==> config.mk <==
export PLATFORM = sky130hd
export DESIGN_NAME = fetch_sequencer_flat
export DESIGN_NICKNAME = d
export VERILOG_FILES = /design/src/rtl/fetch_sequencer_pkg.sv /design/src/rtl/fetch_sequencer_if.sv /design/src/rtl/fetch_wait_timer.sv /design/src/rtl/fetch_sequencer.sv /design/src/flat_wrapper.sv
export SDC_FILE = /design/constraint.sdc
export NUM_CORES = 1
export LEC_CHECK = 0
export BUFFER_PORTS_ARGS = -buffer_cell sky130_fd_sc_hd__buf_4
export CAP_MARGIN = 25
export CORE_AREA = 2 2 66 68
export DETAILED_ROUTE_END_ITERATION = 6
export DIE_AREA = 0 0 68 70
export HOLD_SLACK_MARGIN = 0.05
export PLACE_DENSITY = 0.74
export SETUP_SLACK_MARGIN = 0.05
export SYNTH_ARGS = -nofsm -noshare
export SYNTH_HDL_FRONTEND = slang
export SYNTH_SLANG_ARGS = --single-unit
==> constraint.sdc <==
create_clock -name clk -period 1.6 [get_ports clk]
set_input_delay 0 -clock clk [delete_from_list [all_inputs] [get_ports clk]]
set_output_delay 0 -clock clk [all_outputs]
set_load 0.1 [all_outputs]
==> src/rtl/fetch_sequencer_pkg.sv <==
// rtl/fetch_sequencer_pkg.sv - shared word width and sequencer state encoding
package fetch_sequencer_pkg;

    localparam int WORD_W = 16;

    typedef logic [WORD_W-1:0] word_t;

    typedef enum logic [1:0] {
        IDLE   = 2'd0,
        REQ    = 2'd1,
        HOLD   = 2'd2,
        HALTED = 2'd3
    } state_t;

endpackage

==> src/rtl/fetch_sequencer_if.sv <==
// rtl/fetch_sequencer_if.sv - control, program-counter, memory and consumer signals of the fetch sequencer
//
// slave  : sequencer side (control/memory/consumer inputs, pc/mem/instr/status outputs)
// master : environment side (drives run/halt/jump/stall/ack/pc_value/memory response)
interface fetch_sequencer_if;
    import fetch_sequencer_pkg::*;

    logic  run;
    logic  halt_req;
    logic  jump_valid;
    word_t jump_addr;
    logic  stall;
    logic  instr_ack;
    word_t pc_value;
    logic  pc_enable;
    logic  pc_load;
    word_t pc_load_val;
    logic  mem_req;
    word_t mem_addr;
    logic  mem_ready;
    word_t mem_rdata;
    logic  instr_valid;
    word_t instr_out;
    logic  busy;
    logic  error;

    modport slave (
        input  run, halt_req, jump_valid, jump_addr, stall, instr_ack,
        input  pc_value, mem_ready, mem_rdata,
        output pc_enable, pc_load, pc_load_val, mem_req, mem_addr,
        output instr_valid, instr_out, busy, error
    );

    modport master (
        output run, halt_req, jump_valid, jump_addr, stall, instr_ack,
        output pc_value, mem_ready, mem_rdata,
        input  pc_enable, pc_load, pc_load_val, mem_req, mem_addr,
        input  instr_valid, instr_out, busy, error
    );

endinterface

==> src/rtl/fetch_wait_timer.sv <==
// rtl/fetch_wait_timer.sv - counts unanswered memory request cycles and flags the timeout
//
// clk, reset : clock, asynchronous active-high reset
// clear      : return count to zero (wins over count_en)
// count_en   : one more cycle waited for memory
// expire     : this counted cycle is the MEM_TIMEOUT-th consecutive wait
module fetch_wait_timer #(
    parameter int MEM_TIMEOUT = 15
) (
    input  logic clk,
    input  logic reset,
    input  logic clear,
    input  logic count_en,
    output logic expire
);

    localparam int CW = ($clog2(MEM_TIMEOUT + 1) > 4) ? $clog2(MEM_TIMEOUT + 1) : 4;

    logic [CW-1:0] count;

    always_ff @(posedge clk or posedge reset) begin
        if (reset) begin
            count <= '0;
        end else if (clear) begin
            count <= '0;
        end else if (count_en) begin
            count <= count + 1'b1;
        end
    end

    // Fires while the count still reads MEM_TIMEOUT-1 so the sequencer can
    // leave REQ on the same edge that the count reaches MEM_TIMEOUT.
    assign expire = count_en && !clear && (count == CW'(MEM_TIMEOUT - 1));

endmodule

==> src/rtl/fetch_sequencer.sv <==
// rtl/fetch_sequencer.sv - instruction fetch sequencer driving an external PC and instruction memory
//
// clk   : clock, rising edge
// reset : asynchronous active-high reset
// bus   : fetch_sequencer_if.slave (run/halt/jump control, pc load/enable,
//         memory request/response, held instruction, busy/error status)
module fetch_sequencer
    import fetch_sequencer_pkg::*;
#(
    parameter word_t RESET_VECTOR = 16'h0000,
    parameter int    MEM_TIMEOUT  = 15
) (
    input  logic                clk,
    input  logic                reset,
    fetch_sequencer_if.slave    bus
);

    state_t state, state_next;
    logic   load_c, enable_c, accept, error_set;
    word_t  load_val_c;
    logic   wait_count, wait_expire;
    word_t  instr_q;
    logic   error_q;

    // Only plain waiting cycles count; anything that takes priority over
    // mem_ready also restarts the timeout.
    assign wait_count = (state == REQ) && !bus.halt_req && !bus.jump_valid && !bus.mem_ready;

    fetch_wait_timer #(.MEM_TIMEOUT(MEM_TIMEOUT)) u_wait_timer (
        .clk      (clk),
        .reset    (reset),
        .clear    (!wait_count),
        .count_en (wait_count),
        .expire   (wait_expire)
    );

    always_ff @(posedge clk or posedge reset) begin
        if (reset) begin
            state <= IDLE;
        end else begin
            state <= state_next;
        end
    end

    always_comb begin
        state_next = state;
        load_c     = 1'b0;
        load_val_c = RESET_VECTOR;
        enable_c   = 1'b0;
        accept     = 1'b0;
        error_set  = 1'b0;
        case (state)
            IDLE: begin
                if (bus.run && !bus.halt_req) begin
                    load_c     = 1'b1;
                    state_next = REQ;
                end
            end
            REQ: begin
                if (bus.halt_req) begin
                    state_next = HALTED;
                end else if (bus.jump_valid) begin
                    load_c     = 1'b1;
                    load_val_c = bus.jump_addr;
                end else if (bus.mem_ready) begin
                    accept     = 1'b1;
                    enable_c   = 1'b1;
                    state_next = HOLD;
                end else if (wait_expire) begin
                    error_set  = 1'b1;
                    state_next = HALTED;
                end
            end
            HOLD: begin
                if (bus.halt_req) begin
                    state_next = HALTED;
                end else if (bus.jump_valid) begin
                    load_c     = 1'b1;
                    load_val_c = bus.jump_addr;
                    state_next = REQ;
                end else if (bus.instr_ack && !bus.stall) begin
                    state_next = bus.run ? REQ : IDLE;
                end
            end
            HALTED: begin
                if (!bus.halt_req && !bus.run) begin
                    state_next = IDLE;
                end
            end
            default: state_next = IDLE;
        endcase
    end

    always_ff @(posedge clk or posedge reset) begin
        if (reset) begin
            instr_q <= '0;
            error_q <= 1'b0;
        end else begin
            if (accept) begin
                instr_q <= bus.mem_rdata;
            end
            if (error_set) begin
                error_q <= 1'b1;
            end
        end
    end

    // Combinational strobes are masked by reset so that inputs such as run
    // cannot leak a pc_load out of IDLE while reset is held.
    assign bus.pc_load     = load_c && !reset;
    assign bus.pc_enable   = enable_c && !reset;
    assign bus.pc_load_val = load_val_c;
    assign bus.mem_req     = (state == REQ) && !reset;
    assign bus.mem_addr    = bus.pc_value;
    assign bus.instr_valid = (state == HOLD);
    assign bus.instr_out   = instr_q;
    assign bus.busy        = (state == REQ) || (state == HOLD);
    assign bus.error       = error_q;

endmodule
==> src/flat_wrapper.sv <==
// flat-port wrapper written by rule: the top's interface ports become plain ports
module fetch_sequencer_flat import fetch_sequencer_pkg::*;
#(
    parameter word_t RESET_VECTOR = 16'h0000,
    parameter int    MEM_TIMEOUT  = 15
)
  (clk, reset, bus_run, bus_halt_req, bus_jump_valid, bus_jump_addr, bus_stall, bus_instr_ack, bus_pc_value, bus_mem_ready, bus_mem_rdata, bus_pc_enable, bus_pc_load, bus_pc_load_val, bus_mem_req, bus_mem_addr, bus_instr_valid, bus_instr_out, bus_busy, bus_error);
  fetch_sequencer_if bus_i ();
  input  logic clk;
  input  logic reset;
  input wire logic [$bits(bus_i.run)-1:0] bus_run;
  input wire logic [$bits(bus_i.halt_req)-1:0] bus_halt_req;
  input wire logic [$bits(bus_i.jump_valid)-1:0] bus_jump_valid;
  input wire logic [$bits(bus_i.jump_addr)-1:0] bus_jump_addr;
  input wire logic [$bits(bus_i.stall)-1:0] bus_stall;
  input wire logic [$bits(bus_i.instr_ack)-1:0] bus_instr_ack;
  input wire logic [$bits(bus_i.pc_value)-1:0] bus_pc_value;
  input wire logic [$bits(bus_i.mem_ready)-1:0] bus_mem_ready;
  input wire logic [$bits(bus_i.mem_rdata)-1:0] bus_mem_rdata;
  output wire logic [$bits(bus_i.pc_enable)-1:0] bus_pc_enable;
  output wire logic [$bits(bus_i.pc_load)-1:0] bus_pc_load;
  output wire logic [$bits(bus_i.pc_load_val)-1:0] bus_pc_load_val;
  output wire logic [$bits(bus_i.mem_req)-1:0] bus_mem_req;
  output wire logic [$bits(bus_i.mem_addr)-1:0] bus_mem_addr;
  output wire logic [$bits(bus_i.instr_valid)-1:0] bus_instr_valid;
  output wire logic [$bits(bus_i.instr_out)-1:0] bus_instr_out;
  output wire logic [$bits(bus_i.busy)-1:0] bus_busy;
  output wire logic [$bits(bus_i.error)-1:0] bus_error;
  assign bus_i.run = bus_run;
  assign bus_i.halt_req = bus_halt_req;
  assign bus_i.jump_valid = bus_jump_valid;
  assign bus_i.jump_addr = bus_jump_addr;
  assign bus_i.stall = bus_stall;
  assign bus_i.instr_ack = bus_instr_ack;
  assign bus_i.pc_value = bus_pc_value;
  assign bus_i.mem_ready = bus_mem_ready;
  assign bus_i.mem_rdata = bus_mem_rdata;
  assign bus_pc_enable = bus_i.pc_enable;
  assign bus_pc_load = bus_i.pc_load;
  assign bus_pc_load_val = bus_i.pc_load_val;
  assign bus_mem_req = bus_i.mem_req;
  assign bus_mem_addr = bus_i.mem_addr;
  assign bus_instr_valid = bus_i.instr_valid;
  assign bus_instr_out = bus_i.instr_out;
  assign bus_busy = bus_i.busy;
  assign bus_error = bus_i.error;
  fetch_sequencer #(.RESET_VECTOR(RESET_VECTOR), .MEM_TIMEOUT(MEM_TIMEOUT)) u_core (.clk(clk), .reset(reset), .bus(bus_i));
endmodule
==> results of run 1 <==
==> cells by family (layout without fill, tap and decap cells) <==
kind of cell / after synthesis / after routing / share of synthesized area, %
AO/OA/AOI/OAI: 8 / 8 / 4.16
XOR/XNOR: 2 / 2 / 1.27
adder cells (fa/ha/maj): 7 / 7 / 6.33
buffers and inverters: 25 / 131 / 12.9
flip-flops: 23 / 23 / 41.6
multiplexers: 18 / 18 / 16.9
AND/OR/NAND/NOR: 38 / 38 / 16.8
==> power groups by stage <==
stage          sequential [mW]  combinational [mW]  clock [mW]
2_1_floorplan             2.41                1.87           0
3_3_place_gp             0.957                3.83           0
3_5_place_dp             0.944                3.86           0
4_1_cts                  0.947                4.42       0.365
5_1_grt                  0.982                4.58       0.391
6_report                 0.952                4.44       0.349
==> what timing repair did <==
| item | in CTS | in global routing |
|---|---|---|
| endpoints found under the hold margin | 55 | 0 |
| gates resized for setup | 66 | 4 |
| cloned | 1 | 0 |
| setup endpoints to repair | 28 | 36 |
| buffers inserted | 5 | 0 |
| pin swaps | 15 | 1 |
| hold buffers | 33 | 0 |
==> through the flow <==
stage,setup TNS [ns],instance area (µm²),power [mW],hold slack [ns]
after floorplan,-5.04,1470,4.27,0.0103
final,-1.01,2680,5.74,0.139
after detailed placement,-0.0275,1990,4.80,0.000681
after CTS,-0.798,2660,5.73,0.132
after global routing,-1.80,2680,5.95,0.142
after global placement,0,1990,4.78,0.000681
==> cell usage in the layout, fill, tap and decap left out, types with 3 or more instances in the layout <==
| master | n |
|---|---|
| buf_4 | 67 |
| dlygate4sd3_1 | 33 |
| dfrtp_1 | 23 |
| buf_12 | 18 |
| and2_4 | 17 |
| mux2_4 | 9 |
| mux2_2 | 7 |
| nor2_1 | 6 |
| ha_1 | 5 |
| inv_1 | 3 |
| clkbuf_8 | 3 |
| buf_6 | 3 |
==> worst register-to-register path, delay by kind of cell (launching register included) <==
kind	cells	cell delay (ns)
flops	1	0.38
mux	1	0.13
simple gates	2	0.48
buf+inv	1	0.13
compound gates	1	0.14
fa+ha+maj	1	0.20
==> cell type report <==
class / count / area [µm²] / area share, %
sequential: 23 / 576 / 21.5
inverter: 5 / 18.8 / 0.700
clock buffer: 3 / 41.3 / 1.54
multi-input combinational: 73 / 732 / 27.3
clock inverter: 1 / 5.00 / 0.187
timing repair buffer: 122 / 1240 / 46.4
tap: 52 / 65.1 / 2.43
==> layer usage <==
layer	GRT usage (%)	part of all wire (%)	vias up
li1	-	-	599
met1	17.7	36	596
met2	30.5	51	78
met3	4.35	12	4
met4	4.67	1.1	0
met5	0	0	-
==> worst paths after layout <==
path	from	endpoint	slack, ns
worst max-delay path	u_core.state[0]	bus_pc_load_val[12]	-0.08
worst min-delay path	bus_halt_req	u_core.state[1]	0.14
worst max register to register	u_core.state[0]	u_core.state[0]	0.01
worst min register to register	u_core.bus.error	u_core.bus.error	0.49
max in group asynchronous	reset	u_core.state[1]	0.95
min in group asynchronous	reset	u_core.bus.error	0.43
==> state kept, by name (all words and copies together) (netlist names) <==
name / cells
u_core.bus.error: 1
u_core.bus.instr_out: 16
u_core.state: 2
u_core.u_wait_timer.count: 4
==> results.sh, run 1 <==
export IMPL_cp_required_ns=1.60
export IMPL_path_buf_inv=3
export IMPL_skew_ns=0.00367
export IMPL_syn2layout_area_growth_pct=93.8
export IMPL_fin_crit_ns=1.68
export IMPL_reg2regPathDepth=6
export IMPL_fin_ws_ns=-0.0833
export IMPL_dieArea_mm2=0.00476
export IMPL_dr_pass1_iters=4
export IMPL_grt_use_total_pct=16.5
export IMPL_slew_headroom_pct=34.1
export IMPL_drc=0
export IMPL_ctsRootBufferMaster="clkbuf_8"
export IMPL_yosysWarnings=0
export IMPL_cts_buffers=3
export IMPL_netlist_area_leader_share_pct=41.6
export IMPL_drive_gt1_share_pct=61.2
export IMPL_wirelength_mm=3.89
export IMPL_crit_cells=6
export IMPL_cts_buffer_depth=2
export IMPL_synthTopCellsByCount="23 x dfrtp_1, 16 x and2_1, 16 x buf_4, 9 x mux2_4"
export IMPL_worst_path_max_delay_cell="dfrtp_1"
export IMPL_synth_area_top_cells="dfrtp_1 42%, mux2_4 9.8%, buf_4 8.7%, and2_1 7.2%, ha_1 6.3%"
export IMPL_syn_num_nets=184
export IMPL_io_pins=110
export IMPL_seq_power_share_pct=16.6
export IMPL_violations="negative setup slack"
export IMPL_synthMostInstantiatedCell="dfrtp_1"
export IMPL_tightest_slew_ns=0.985
export IMPL_core_area_mm2=0.00414
export IMPL_initial_core_util_pct=33.4
export IMPL_routedWlPerCell_um=13.9
export IMPL_swShare_pct=59.4
export IMPL_grt_max_degree=24
export IMPL_cts_sinks=23
export IMPL_syn_avg_cell_area_um2=11.4
export IMPL_hold_violations=0
export IMPL_combinationalPowerShare_pct=77.3
export IMPL_antennaDiodeCount=0
export IMPL_cts_tree="built"
export IMPL_first_global_vias=1308
export IMPL_io_buffers=77
export IMPL_clk_latency_ns=0.26
export IMPL_die_y_um=70
export IMPL_power_density_mw_per_mm2=2140
export IMPL_async_reset_ff_share_pct=100
export IMPL_dp_hpwl_mm=2.38
export IMPL_cp_cell_sequence="inv_2 > ha_4 > and3_4 > buf_4 > and2_4 > buf_12"
export IMPL_synth_area_mm2=0.00138
export IMPL_hold_path_cell_count=3
export IMPL_antenna_found_initial=0
export IMPL_dp_cells=236
export IMPL_die_w_um=68
export IMPL_max_vdd_ir_drop_v=0.00156
export IMPL_cp_end_kind="output port"
export IMPL_yosysTopAreaCell="dfrtp_1"
export IMPL_synthCells=121
export IMPL_gp_congestion=0.809
export IMPL_via_per_inst=4.58
export IMPL_postRouteAntennaNets=0
export IMPL_synth_seq_area_share_pct=41.6
export IMPL_synth_cell_types=34
export IMPL_grt_first_pass_wirelength_mm=6.00
export IMPL_h_tree_depth=1
export IMPL_synth_seq_cells=23
export IMPL_clkPwrFrac_pct=6.1
export IMPL_synth_edff_count=0
export IMPL_vias=1277
export IMPL_num_fill_cells=312
export IMPL_status="finished, violations left"
export IMPL_rsz0062_at_grt="true"
export IMPL_power_switching_mw=3.41
export IMPL_final_util_pct=64.7
export IMPL_drtIter0Drc=23
export IMPL_worstSetupStartpointType="flip-flop"
export IMPL_overflow=0
export IMPL_criticalPathCategory="reg2out"
export IMPL_nNetsFinal=291
export IMPL_fin_crit_sh_pct=105
export IMPL_power_leakage_nw=1.27
export IMPL_cp_max_fo=8
export IMPL_rows=24
export IMPL_crit_family="buffers and inverters"
export IMPL_fmax_mhz=594
export IMPL_slowest_delay_ns=0.38
export IMPL_pre_cts_slack_ns=-0.0275
export IMPL_drv_slew=0
export IMPL_synth_ff_type="dfrtp_1"
export IMPL_cap_violations=0
export IMPL_stdcell_count=279
export IMPL_clkTransAtPathRegs_ns=0.07
export IMPL_setup_violations=17
export IMPL_internal_power_mw=2.33
export IMPL_hp_class="in2reg"
export IMPL_cp_arrival_ns=1.68
Note: power is estimated with default switching activity, not from simulation.
==> inputs of run 2 (changes only) <==
- CORE_AREA: 2 2 66 68 -> 2 2 63 65
- DIE_AREA: 0 0 68 70 -> 0 0 65 67
- PLACE_DENSITY: 0.74 -> 0.78
- clock period: 1.6 -> 1.9 ns (I/O delays scaled with it)
==> results.sh, run 2 (synthesis gave the netlist of run 1 again) <==
export IMPL_status="complete, no violations"
export IMPL_fin_crit_ns=1.79
export IMPL_cp_max_fo=5
export IMPL_cp_required_ns=1.90
export IMPL_io_pins=110
export IMPL_power_density_mw_per_mm2=1840
export IMPL_routedWlPerCell_um=13.8
export IMPL_crit_family="simple AND/OR/NAND/NOR gates"
export IMPL_slowest_delay_ns=0.39
export IMPL_cp_cell_sequence="inv_2 > ha_4 > and3_1 > a31oi_4 > nor3_4 > buf_4"
export IMPL_worstSetupStartpointType="flip-flop"
export IMPL_overflow=0
export IMPL_nNetsFinal=285
export IMPL_cts_buffers=3
export IMPL_dieArea_mm2=0.00436
export IMPL_worst_path_max_delay_cell="dfrtp_1"
export IMPL_drv_slew=0
export IMPL_fmax_mhz=558
export IMPL_path_buf_inv=2
export IMPL_largest_reg_flops=16
export IMPL_tightest_slew_ns=0.978
export IMPL_ctsRootBufferMaster="clkbuf_8"
export IMPL_antenna_found_initial=0
export IMPL_rsz0062_at_grt="false"
export IMPL_postRouteAntennaNets=0
export IMPL_cts_tree="built"
export IMPL_wirelength_mm=3.71
export IMPL_cts_sinks=23
export IMPL_final_util_pct=69.4
export IMPL_cap_violations=0
export IMPL_first_global_vias=1244
export IMPL_drive_gt1_share_pct=58.8
export IMPL_dp_hpwl_mm=2.50
export IMPL_clk_latency_ns=0.26
export IMPL_power_leakage_nw=1.21
export IMPL_fin_ws_ns=0.108
export IMPL_grt_first_pass_wirelength_mm=5.44
export IMPL_cp_end_kind="output port"
export IMPL_core_area_mm2=0.00361
export IMPL_rows=22
export IMPL_max_vdd_ir_drop_v=0.00136
export IMPL_initial_core_util_pct=38.3
export IMPL_clkTransAtPathRegs_ns=0.07
export IMPL_drc=0
export IMPL_die_y_um=67
export IMPL_final_common_cell="buf_4"
export IMPL_antennaDiodeCount=0
export IMPL_pre_cts_slack_ns=0.189
export IMPL_grt_max_degree=24
export IMPL_cp_arrival_ns=1.79
export IMPL_criticalPathCategory="reg2out"
export IMPL_dr_pass1_iters=4
export IMPL_final_cell_mix="66 x buf_4, 33 x dlygate4sd3_1, 23 x dfrtp_1, 10 x and2_4, 10 x buf_8"
export IMPL_num_fill_cells=255
export IMPL_syn2layout_area_growth_pct=81.0
export IMPL_grt_use_total_pct=15.9
export IMPL_via_per_inst=4.70
export IMPL_fin_crit_sh_pct=94.3
export IMPL_h_tree_depth=1
export IMPL_die_w_um=65
export IMPL_vias=1263
export IMPL_setup_violations=0
export IMPL_hold_violations=0
export IMPL_skew_ns=0.00606
export IMPL_drtIter0Drc=13
export IMPL_gp_congestion=0.744
export IMPL_hp_class="in2reg"
export IMPL_cts_buffer_depth=2
export IMPL_slew_headroom_pct=34.6
export IMPL_io_buffers=77
-- run 2: cell count changes in the layout (fill, tap and decap cells not counted), moves of 7 or more --
cell    delta
and2_4     -7
buf_8      +9
buf_12    -13
and2_2     +7
-- run 2: area by class of cell --
type | instances | area, µm² | share of cell area [%]
clock buffer | 3 | 41.3 | 1.65
clock inverter | 1 | 5.00 | 0.200
inverter | 5 | 18.8 | 0.750
multi-input combinational | 73 | 703 | 28.1
sequential | 23 | 576 | 23.0
tap | 48 | 60.1 | 2.40
timing repair buffer | 116 | 1100 | 43.9
-- run 2: power breakdown --
| part | total, mW | switching (mW) | internal [mW] |
|---|---|---|---|
| registers | 0.805 | 0.122 | 0.683 |
| clock network | 0.287 | 0.141 | 0.146 |
| logic | 3.51 | 2.55 | 0.963 |
| total | 4.61 | 2.81 | 1.79 |
-- run 2: metrics by stage --
| step | setup TNS, ns | hold slack (ns) | power [mW] | cell area, µm² | cells |
|---|---|---|---|---|---|
| final | 0 | 0.146 | 4.61 | 2500 | 269 |
| after global routing | 0 | 0.169 | 4.77 | 2500 | 269 |
| after CTS | 0 | 0.136 | 4.51 | 2400 | 267 |
| after detailed placement | 0 | 0.000681 | 3.98 | 1950 | 228 |
| after global placement | 0 | 0.000681 | 3.94 | 1950 | 228 |
| after floorplan | -0.503 | 0.00711 | 3.59 | 1470 | 121 |
-- run 2: path summary, 6_finish.rpt --
kind,from,cells past startpoint,endpoint,slack [ns]
min in group asynchronous,reset,4,u_core.bus.error,0.44
hold / removal,bus_mem_ready,3,u_core.u_wait_timer.count[1],0.15
hold reg to reg,u_core.bus.error,1,u_core.bus.error,0.49
setup / recovery,u_core.state[0],6,bus_pc_load,0.11
setup reg to reg,u_core.state[1],6,u_core.state[0],0.18
max in group asynchronous,reset,4,u_core.u_wait_timer.count[3],1.24
-- run 2: per-layer routing --
metal / up-vias / part of all wire [%] / GRT usage, %
li1: 586 / - / -
met5: - / 0 / 0
met1: 586 / 37 / 19.2
met2: 89 / 50 / 28.0
met3: 2 / 13 / 4.22
met4: 0 / 0.51 / 4.26
-- run 2: worst min-delay path, delay by kind of cell --
family / cells / cell delay, ns
simple gates: 2 / 0.26
buf+inv: 1 / 0.10
-- run 2: repair_timing --
action / CTS / global route
buffers inserted: 2 / 2
setup endpoints to repair: 17 / 18
hold buffers: 33 / 0
hold endpoints to repair: 55 / 0
gates resized for setup: 16 / 21
pin swaps: 1 / 0
